--- src/rtl/mem_access_seq.sv ---
// Load/store sequencer in front of the vector data memory: accepts one request at a time,
// drives the memory pins for each beat and returns load beats over a valid/ready channel.
module mem_access_seq #(
  parameter int AW      = 17,
  parameter int DW      = 32,
  parameter int LW      = 8,
  parameter int MEM_LAT = 1
) (
  input  logic          CLK,
  input  logic          RST,
  input  logic          REQ_VALID,
  output logic          REQ_READY,
  input  logic [2:0]    REQ_OP,
  input  logic [AW-1:0] REQ_ADDR,
  input  logic [DW-1:0] REQ_WDV,
  input  logic [DW-1:0] REQ_WDS,
  input  logic [1:0]    REQ_POS,
  input  logic [LW-1:0] REQ_LEN,
  output logic          RESP_VALID,
  input  logic          RESP_READY,
  output logic [DW-1:0] RESP_DATA,
  output logic          RESP_LAST,
  output logic          ERR,
  output logic          BUSY,
  output logic [AW-1:0] MEM_A,
  output logic [DW-1:0] MEM_WDV,
  output logic [DW-1:0] MEM_WDS,
  output logic [1:0]    MEM_POS,
  output logic          MEM_WE,
  output logic          MEM_E,
  output logic          MEM_S,
  input  logic [DW-1:0] MEM_RD
);

  localparam logic [2:0] OP_LDV  = 3'd0;
  localparam logic [2:0] OP_STV  = 3'd1;
  localparam logic [2:0] OP_STE  = 3'd2;
  localparam logic [2:0] OP_LDE  = 3'd3;
  localparam logic [2:0] OP_UNPK = 3'd4;
  localparam logic [2:0] OP_LDB  = 3'd5;

  localparam int WCW = (MEM_LAT > 1) ? $clog2(MEM_LAT) : 1;

  typedef enum logic [1:0] {
    S_IDLE,
    S_ISSUE,
    S_WAIT,
    S_RESP
  } state_t;

  state_t          state_reg, state_next;
  logic [2:0]      op_reg, op_next;
  logic [AW-1:0]   addr_reg, addr_next;
  logic [DW-1:0]   wdv_reg, wdv_next;
  logic [DW-1:0]   wds_reg, wds_next;
  logic [1:0]      pos_reg, pos_next;
  logic [LW-1:0]   beat_reg, beat_next;
  logic [LW-1:0]   last_reg, last_next;
  logic [WCW-1:0]  wait_reg, wait_next;
  logic [DW-1:0]   resp_data_reg, resp_data_next;
  logic            err_reg, err_next;
  logic [AW-1:0]   mem_a_reg, mem_a_next;
  logic [DW-1:0]   mem_wdv_reg, mem_wdv_next;
  logic [DW-1:0]   mem_wds_reg, mem_wds_next;
  logic [1:0]      mem_pos_reg, mem_pos_next;
  logic            mem_we_reg, mem_we_next;
  logic            mem_e_reg, mem_e_next;
  logic            mem_s_reg, mem_s_next;

  always_ff @(posedge CLK) begin
    if (RST) begin
      state_reg     <= S_IDLE;
      op_reg        <= '0;
      addr_reg      <= '0;
      wdv_reg       <= '0;
      wds_reg       <= '0;
      pos_reg       <= '0;
      beat_reg      <= '0;
      last_reg      <= '0;
      wait_reg      <= '0;
      resp_data_reg <= '0;
      err_reg       <= 1'b0;
      mem_a_reg     <= '0;
      mem_wdv_reg   <= '0;
      mem_wds_reg   <= '0;
      mem_pos_reg   <= '0;
      mem_we_reg    <= 1'b0;
      mem_e_reg     <= 1'b0;
      mem_s_reg     <= 1'b0;
    end else begin
      state_reg     <= state_next;
      op_reg        <= op_next;
      addr_reg      <= addr_next;
      wdv_reg       <= wdv_next;
      wds_reg       <= wds_next;
      pos_reg       <= pos_next;
      beat_reg      <= beat_next;
      last_reg      <= last_next;
      wait_reg      <= wait_next;
      resp_data_reg <= resp_data_next;
      err_reg       <= err_next;
      mem_a_reg     <= mem_a_next;
      mem_wdv_reg   <= mem_wdv_next;
      mem_wds_reg   <= mem_wds_next;
      mem_pos_reg   <= mem_pos_next;
      mem_we_reg    <= mem_we_next;
      mem_e_reg     <= mem_e_next;
      mem_s_reg     <= mem_s_next;
    end
  end

  always_comb begin
    state_next     = state_reg;
    op_next        = op_reg;
    addr_next      = addr_reg;
    wdv_next       = wdv_reg;
    wds_next       = wds_reg;
    pos_next       = pos_reg;
    beat_next      = beat_reg;
    last_next      = last_reg;
    wait_next      = wait_reg;
    resp_data_next = resp_data_reg;
    err_next       = 1'b0;
    mem_a_next     = mem_a_reg;
    mem_wdv_next   = mem_wdv_reg;
    mem_wds_next   = mem_wds_reg;
    mem_pos_next   = mem_pos_reg;
    mem_we_next    = 1'b0;
    mem_e_next     = 1'b0;
    mem_s_next     = 1'b0;

    case (state_reg)
      S_IDLE: begin
        if (REQ_VALID) begin
          op_next   = REQ_OP;
          addr_next = REQ_ADDR;
          wdv_next  = REQ_WDV;
          wds_next  = REQ_WDS;
          pos_next  = REQ_POS;
          beat_next = '0;
          // last_reg holds the index of the final beat, not the beat count
          case (REQ_OP)
            OP_UNPK: last_next = LW'(1);
            OP_LDB:  last_next = (REQ_LEN == '0) ? '0 : REQ_LEN - LW'(1);
            default: last_next = '0;
          endcase
          if (REQ_OP <= OP_LDB) begin
            state_next = S_ISSUE;
          end else begin
            err_next = 1'b1;
          end
        end
      end
      S_ISSUE: begin
        if (op_reg == OP_STV || op_reg == OP_STE) begin
          state_next = S_IDLE;
        end else begin
          state_next = S_WAIT;
          wait_next  = WCW'(MEM_LAT - 1);
        end
      end
      S_WAIT: begin
        if (wait_reg == '0) begin
          resp_data_next = MEM_RD;
          state_next     = S_RESP;
        end else begin
          wait_next = wait_reg - WCW'(1);
        end
      end
      S_RESP: begin
        if (RESP_READY) begin
          if (beat_reg == last_reg) begin
            state_next = S_IDLE;
          end else begin
            beat_next  = beat_reg + LW'(1);
            state_next = S_ISSUE;
          end
        end
      end
      default: state_next = S_IDLE;
    endcase

    // Memory pins are registered on entry to ISSUE so they are valid for exactly that cycle.
    if (state_next == S_ISSUE) begin
      mem_a_next = (op_next == OP_LDB) ? addr_next + AW'(beat_next) : addr_next;
      case (op_next)
        OP_STV: begin
          mem_we_next  = 1'b1;
          mem_wdv_next = wdv_next;
        end
        OP_STE: begin
          mem_we_next  = 1'b1;
          mem_e_next   = 1'b1;
          mem_wds_next = wds_next;
          mem_pos_next = pos_next;
        end
        OP_LDE: begin
          mem_e_next   = 1'b1;
          mem_s_next   = 1'b1;
          mem_pos_next = pos_next;
        end
        OP_UNPK: begin
          mem_s_next   = 1'b1;
          mem_pos_next = beat_next[1:0];
        end
        default: ;
      endcase
    end
  end

  assign REQ_READY  = (state_reg == S_IDLE);
  assign BUSY       = (state_reg != S_IDLE);
  assign RESP_VALID = (state_reg == S_RESP);
  assign RESP_LAST  = (state_reg == S_RESP) && (beat_reg == last_reg);
  assign RESP_DATA  = resp_data_reg;
  assign ERR        = err_reg;
  assign MEM_A      = mem_a_reg;
  assign MEM_WDV    = mem_wdv_reg;
  assign MEM_WDS    = mem_wds_reg;
  assign MEM_POS    = mem_pos_reg;
  assign MEM_WE     = mem_we_reg;
  assign MEM_E      = mem_e_reg;
  assign MEM_S      = mem_s_reg;

endmodule
--- config.mk ---
export PLATFORM = sky130hd
export DESIGN_NAME = mem_access_seq
export DESIGN_NICKNAME = d
export VERILOG_FILES = /design/src/rtl/mem_access_seq.sv
export SDC_FILE = /design/constraint.sdc
export NUM_CORES = 1
export LEC_CHECK = 0
export CAP_MARGIN = 20
export CORE_ASPECT_RATIO = 0.8
export CORE_MARGIN = 3
export CORE_UTILIZATION = 44
export CTS_CLUSTER_DIAMETER = 30
export DETAILED_ROUTE_END_ITERATION = 16
export PLACE_DENSITY = 0.77
export SLEW_MARGIN = 20
export SYNTH_ARGS = -nofsm -noshare
export SYNTH_HDL_FRONTEND = slang
export SYNTH_SLANG_ARGS = --single-unit
--- constraint.sdc ---
create_clock -name CLK -period 4.1 [get_ports CLK]
set_input_delay 1.23 -clock CLK [delete_from_list [all_inputs] [get_ports CLK]]
set_output_delay 1.23 -clock CLK [all_outputs]
set_load 0.03 [all_outputs]
==> metrics.md, run 1 <==
| Metric | Value |
|---|---|
| Outcome | complete, no violations |
| Max Slew Vio Count | 0 |
| Initial antenna violation count | 1 |
| Initial Utilization | 45.1% |
| Detail Route Antenna Nets | 0 |
| P_int | 5.89 mW |
| Area of the multi-input gates | 4600 um^2 |
| Mapped Nets | 1173 |
| Reg power frac | 31.3% |
| DIE WIDTH | 170 um |
| First-pass GRT wire length | 40400 um |
| Number of fillers in the final layout | 1655 |
| Vias in the first global route | 7922 |
| Rows | 47 |
| Reg2reg setup slack | 0.52 ns |
| DR WL/cell | 15.8 um |
| Syn_area_per_cell | 9.17 um^2 |
| Share of cells above drive strength 1 | 14.6% |
| CP endpoint | MEM_A[15] |
| Critical Path Sink Type | flop |
| Sequential standard cell area | 4460 um^2 |
| Relative slew margins | 33.1% |
| WL final | 25500 um |
| Netlist cell types | 57 |
| RSZ-0062 raised after global routing | false |
| Vias | 8116 |
| Number of H-tree levels | 2 |
| Tightest Hold Check Type | flop to flop |
| Setup Viol. Count Final | 0 |
| Critical Path Source Type | input pin |
| Floorplan core area | 20900 um^2 |
| Synth Flop Type | dfxtp_1 |
| DRT iter0 DRCs | 500 |
| Hold Buf Count CTS | 0 |
| Layout Skew | 0.0149 ns |
| IO Port Bufs | 252 |
| CTS tree | yes |
| Synthesis-to-finish area growth | 47.6% |
| Total track usage | 21.3% |
| Asr flop ratio synth | 0% |
| GPL Wtd Cong | 0.859 |
| DR DRC count | 0 |
| Reg-to-reg endpoint | MEM_A[15] |
| Clock-pin slew on the worst setup and hold paths | 0.05 ns |
| Final min period | 3.96 ns |
| Critical path class | input pin to flop |
| Reg2Reg Launch Point | beat_reg[0] |
| Ys Warns | 0 |
| Sequential-to-total area share from yosys stat | 47.4% |
| IO Pins | 253 |
| CTS root buffer | clkbuf_16 |
| Crit-path max FO | 3 |
| Power per cell area | 612 nW/um^2 |
| Mapped Area | 9420 um^2 |
| Fmax | 253 MHz |
| Comb power frac | 28.4% |
| Antenna diodes | 0 |
| Pre-Repair DR Iteration Count | 4 |
| Vias per inst | 5.03 |
| Clock net sink count | 223 |
| Post-DP HPWL | 17600 um |
| Period utilization | 96.5% |
| Switching pwr | 2.62 mW |
| Crit path from | REQ_VALID |
| Most frequent cells in the layout | clkdlybuf4s50_1 (251), dfxtp_1 (223), nand2_1 (153), a21oi_1 (94), nor2_1 (84) |
| Peak VDD IR | 0.402 mV |
| Slew @ Worst Pin | 1.00 ns |
| Commonest non-fill, non-tap cell in the layout | clkdlybuf4s50_1 |
| Congestion Overflow GR | 0 |
| Fin. Hold Viols | 0 |
| Worst endpoint required time | 4.46 ns |
| Max-Cap Viols | 0 |
| Largest net degree at the start of global routing | 85 |
| Total Power | 8.50 mW |
| Seq cells post-synth | 223 |
| Clock Path Buffers | 3 |
| Switching portion of total power | 30.8% |
| CTS Buf Count | 40 |
| Die area | 23200 um^2 |
| WP data arrival | 4.32 ns |
| Hold WS | 0.453 ns |
| Worst skew pair latency | 0.50 ns |
| Clock share of power | 40.3% |
| P_leak | 5.48 nW |
| Die Span Y | 137 um |
| Post-synthesis cell count | 1027 |
| Post-synth EDFFs | 0 |
| Nets@finish | 1458 |
| Cells on worst reg2reg path | 13 |
==> logic make-up (layout without fill, tap and decap cells) <==
logic type | Yosys count | after routing | synth area share, %
mux | 125 | 125 | 14.2
fa+ha+maj | 16 | 16 | 2.21
simple gates | 385 | 385 | 19.3
flops | 223 | 223 | 47.4
xor+xnor | 26 | 26 | 2.42
compound gates | 163 | 163 | 10.3
buf+inv | 89 | 405 | 4.11
==> through the flow <==
| stage | setup TNS (ns) | instance area, um^2 | cells | setup WS [ns] | utilization (%) |
|---|---|---|---|---|---|
| floorplan | 0 | 9430 | 1027 | 0.0542 | - |
| global placement | -2.87 | 12400 | 1538 | -0.308 | 59.6 |
| detailed placement | -4.10 | 12400 | 1538 | -0.421 | 59.6 |
| CTS | 0 | 13900 | 1611 | 0.0640 | 66.5 |
| global route | 0 | 13900 | 1612 | 0.00374 | 66.6 |
| finish | 0 | 13900 | 1612 | 0.144 | 66.6 |
==> Yosys cell counts (all sizes together) (2+ instances only) <==
library cell | number | area share (%)
dfxtp | 223 | 47
nand2 | 154 | 6.1
a21oi | 94 | 5.0
nor2 | 84 | 3.3
nor2b | 77 | 5.1
mux2 | 68 | 8.1
mux2i | 57 | 6.1
clkbuf | 42 | 1.7
inv | 25 | 1.0
buf | 22 | 1.4
xnor2 | 19 | 1.8
nand3 | 17 | 0.90
ha | 15 | 2.0
o21ai | 14 | 0.74
nand2b | 13 | 0.86
o211ai | 8 | 0.64
a211oi | 7 | 0.56
a31oi | 7 | 0.46
and3 | 7 | 0.46
o22ai | 7 | 0.46
xor2 | 7 | 0.65
nor3 | 5 | 0.27
nor4 | 5 | 0.33
o2111ai | 5 | 0.53
and2 | 4 | 0.27
nand4 | 4 | 0.33
or3 | 4 | 0.27
a21o | 3 | 0.24
a22oi | 3 | 0.24
o21a | 3 | 0.24
a211o | 2 | 0.19
a221oi | 2 | 0.19
a22o | 2 | 0.19
and4 | 2 | 0.19
nand3b | 2 | 0.16
nor3b | 2 | 0.28
or2 | 2 | 0.13
==> area by class of cell <==
cell class / instances / area share [%]
clock buffers: 55 / 8.49
clock inverters: 18 / 1.85
multi-input cells: 715 / 33.1
well taps: 269 / 2.42
flip-flops and latches: 223 / 32.1
repair buffers: 307 / 21.4
inverters: 25 / 0.675
==> worst min path at each step <==
| stage | end | cells after the start | from |
|---|---|---|---|
| after floorplan | wds_reg[0] | 2 | wds_reg[0] |
| after global placement | wds_reg[5] | 2 | wds_reg[5] |
| after detailed placement | wds_reg[21] | 2 | wds_reg[21] |
| after CTS | wds_reg[23] | 2 | wds_reg[23] |
| after global routing | wds_reg[15] | 2 | wds_reg[15] |
| final | wdv_reg[24] | 2 | wdv_reg[24] |
==> power by group through the flow <==
stage	Combinational [mW]	Sequential, mW	Clock, mW
2_1_floorplan	1.18	3.00	0
3_3_place_gp	2.37	2.69	0
3_5_place_dp	2.40	2.70	0
4_1_cts	2.42	2.66	3.50
5_1_grt	2.61	2.70	3.59
6_report	2.41	2.66	3.43
==> worst max-delay path: stages <==
cell             delay, ns
clkdlybuf4s50_1       0.53
nor2_1                0.09
or2_2                 0.30
a21o_1                0.17
a22oi_1               0.18
inv_1                 0.07
ha_1                  0.27
nand3_1               0.13
a2111oi_4             0.33
buf_4                 0.16
nor3_1                0.06
or4b_1                0.55
xnor2_1               0.16
o22ai_1               0.08
==> what timing repair did <==
| action | in CTS | in global routing |
|---|---|---|
| setup endpoints to repair | 0 | 3 |
| buffers inserted | 0 | 1 |
| hold endpoints to repair | 0 | 0 |
| gates resized for setup | 0 | 2 |
==> metal layers <==
metal	track usage, %	vias to the layer above	part of all wire, %
met5	0	-	0.051
met3	7.02	37	8.2
met1	28.0	3752	44
met2	34.2	260	46
li1	-	4065	-
met4	5.36	2	1.7
No activity file was read; power rests on OpenSTA's default activity.
==> run 2, diff against run 1 <==
--- a/config.mk
+++ b/config.mk
@@ -11,8 +11,7 @@
 export CORE_UTILIZATION = 44
 export CTS_CLUSTER_DIAMETER = 30
 export DETAILED_ROUTE_END_ITERATION = 16
-export PLACE_DENSITY = 0.77
-export SLEW_MARGIN = 20
+export PLACE_DENSITY_LB_ADDON = 0.3
 export SYNTH_ARGS = -nofsm -noshare
 export SYNTH_HDL_FRONTEND = slang
 export SYNTH_SLANG_ARGS = --single-unit
==> run 2 against run 1 <==
Compared with the run above: sequential share of layout area fell by 0.061 points; non-clock buffer count rose by 4; core utilization up 0.13 points; sequential power about the same; clock skew grew 0.013 ns; setup slack better by 0.071 ns; cell count is 0.37% higher; combinational power about the same; critical path depth rose by 1; largest power group unchanged; critical endpoint is now MEM_A[16]; maximum frequency increased by 1.8%; clock power about the same.
==> metrics.md, run 2 (synthesis gave the netlist of run 1 again) <==
| Metric | Value |
|---|---|
| Share of cells above drive strength 1 | 15.0% |
| Power per cell area | 611 nW/um^2 |
| Number of fillers in the final layout | 1734 |
| P_leak | 5.48 nW |
| Commonest non-fill, non-tap cell in the layout | clkdlybuf4s50_1 |
| Initial Utilization | 45.1% |
| Outcome | complete, no violations |
| Reg2Reg Launch Point | beat_reg[1] |
| Detail Route Antenna Nets | 0 |
| Clock-pin slew on the worst setup and hold paths | 0.06 ns |
| WP data arrival | 4.28 ns |
| IO Pins | 253 |
| Final min period | 3.88 ns |
| Worst min-delay path endpoint | wdv_reg[29] |
| HP Start | wdv_reg[29] |
| Hold Buf Count CTS | 0 |
| Clock Path Buffers | 3 |
| Most frequent cells in the layout | clkdlybuf4s50_1 (251), dfxtp_1 (223), nand2_1 (153), a21oi_1 (94), nor2_1 (84) |
| Peak VDD IR | 0.420 mV |
| Worst Hold Depth | 2 |
| DR DRC count | 0 |
| Crit-path max FO | 4 |
| Floorplan core area | 20900 um^2 |
| Worst skew pair latency | 0.53 ns |
| Critical Path Sink Type | flop |
| CTS tree | yes |
| TNS Setup | 0 ns |
| Fmax | 257 MHz |
| Period utilization | 94.8% |
| Clock net sink count | 223 |
| Pre-Repair DR Iteration Count | 5 |
| DIE WIDTH | 170 um |
| CTS root buffer | clkbuf_16 |
| Vias | 8079 |
| DR WL/cell | 15.7 um |
| Setup Viol. Count Final | 0 |
| Die Span Y | 137 um |
| Reg-to-reg endpoint | MEM_A[15] |
| Vias in the first global route | 8157 |
| Nets@finish | 1463 |
| Antenna diodes | 0 |
| Post-DP HPWL | 17400 um |
| Critical Path Source Type | input pin |
| IO Port Bufs | 252 |
| GPL Wtd Cong | 0.840 |
| Vias per inst | 4.99 |
| Total track usage | 21.4% |
| Number of H-tree levels | 2 |
| Reg2reg setup slack | 0.53 ns |
| Critical path class | input pin to flop |
| Largest net degree at the start of global routing | 95 |
| Relative slew margins | 34.9% |
| Fin. Hold Viols | 0 |
| Finished Layout Cells | 1618 |
| Die area | 23200 um^2 |
| Cells on worst reg2reg path | 13 |
| Layout Skew | 0.0275 ns |
| DRT iter0 DRCs | 388 |
| Post-CTS sizing | 0 |
| Synthesis-to-finish area growth | 47.9% |
| Congestion Overflow GR | 0 |
| WL final | 25400 um |
| First-pass GRT wire length | 40600 um |
| Max Slew Vio Count | 0 |
| Tightest Hold Check Type | flop to flop |
| RSZ-0062 raised after global routing | false |
| Inst Count DP | 1543 |
| Slew @ Worst Pin | 0.974 ns |
| CTS Buf Count | 41 |
| Hold WS | 0.455 ns |
| Rows | 47 |
| Initial antenna violation count | 0 |
| Max-Cap Viols | 0 |
| Worst endpoint required time | 4.50 ns |
| Post-CTS Setup Repair Bufs | 0 |
==> run 2: critical path: stages <==
cell	delay (ns)
clkdlybuf4s50_1	0.52
nor2_1	0.07
or2_2	0.30
a21o_1	0.19
buf_4	0.15
a22o_1	0.24
ha_1	0.21
inv_1	0.08
fa_1	0.18
nor2b_1	0.06
o211ai_1	0.28
a31oi_1	0.25
o211ai_1	0.28
xnor2_1	0.15
o22ai_1	0.09
==> run 2: how the worst max path moves through the flow <==
stage,startpoint,endpoint,slack (ns)
6_report,REQ_VALID,MEM_A[16],0.22
3_3_place_gp,REQ_VALID,MEM_A[15],-0.31
3_5_place_dp,REQ_VALID,MEM_A[15],-0.32
4_1_cts,REQ_VALID,MEM_A[15],0.20
5_1_grt,RESP_READY,MEM_A[16],0.01
2_1_floorplan,REQ_VALID,MEM_A[15],0.05
==> run 2: layer usage <==
layer / wire length, um / track usage [%] / vias to the layer above / share of wire (%)
met5: 0 / 0 / - / 0
met2: 11500 / 34.4 / 217 / 45
li1: - / - / 4068 / -
met1: 11700 / 28.0 / 3742 / 46
met4: 578 / 6.77 / 0 / 2.3
met3: 1650 / 6.06 / 52 / 6.5
==> run 2: report_power, final <==
group / total (mW) / leakage (nW) / internal [mW] / switching, mW
Sequential: 2.66 / 1.81 / 2.51 / 0.146
Clock: 3.43 / 0.675 / 2.25 / 1.17
Combinational: 2.43 / 2.99 / 1.05 / 1.38
Total: 8.51 / 5.48 / 5.81 / 2.70
==> run 2: through the flow <==
| stage | area [um^2] | setup slack, ns | utilization, % | power, mW |
|---|---|---|---|---|
| 2_1_floorplan | 9430 | 0.0542 | - | 4.19 |
| 3_3_place_gp | 12500 | -0.308 | 59.8 | 5.08 |
| 3_5_place_dp | 12500 | -0.323 | 59.8 | 5.12 |
| 4_1_cts | 13900 | 0.199 | 66.7 | 8.59 |
| 5_1_grt | 13900 | 0.0118 | 66.7 | 8.93 |
| 6_report | 13900 | 0.215 | 66.7 | 8.51 |
==> run 2: layout make-up <==
class / count / area, um^2 / area share [%]
multi-input combinational: 715 / 4590 / 32.9
sequential: 223 / 4460 / 32.1
timing repair buffer: 311 / 3020 / 21.7
clock buffer: 50 / 1100 / 7.91
tap: 269 / 337 / 2.42
clock inverter: 25 / 327 / 2.34
inverter: 25 / 93.8 / 0.674
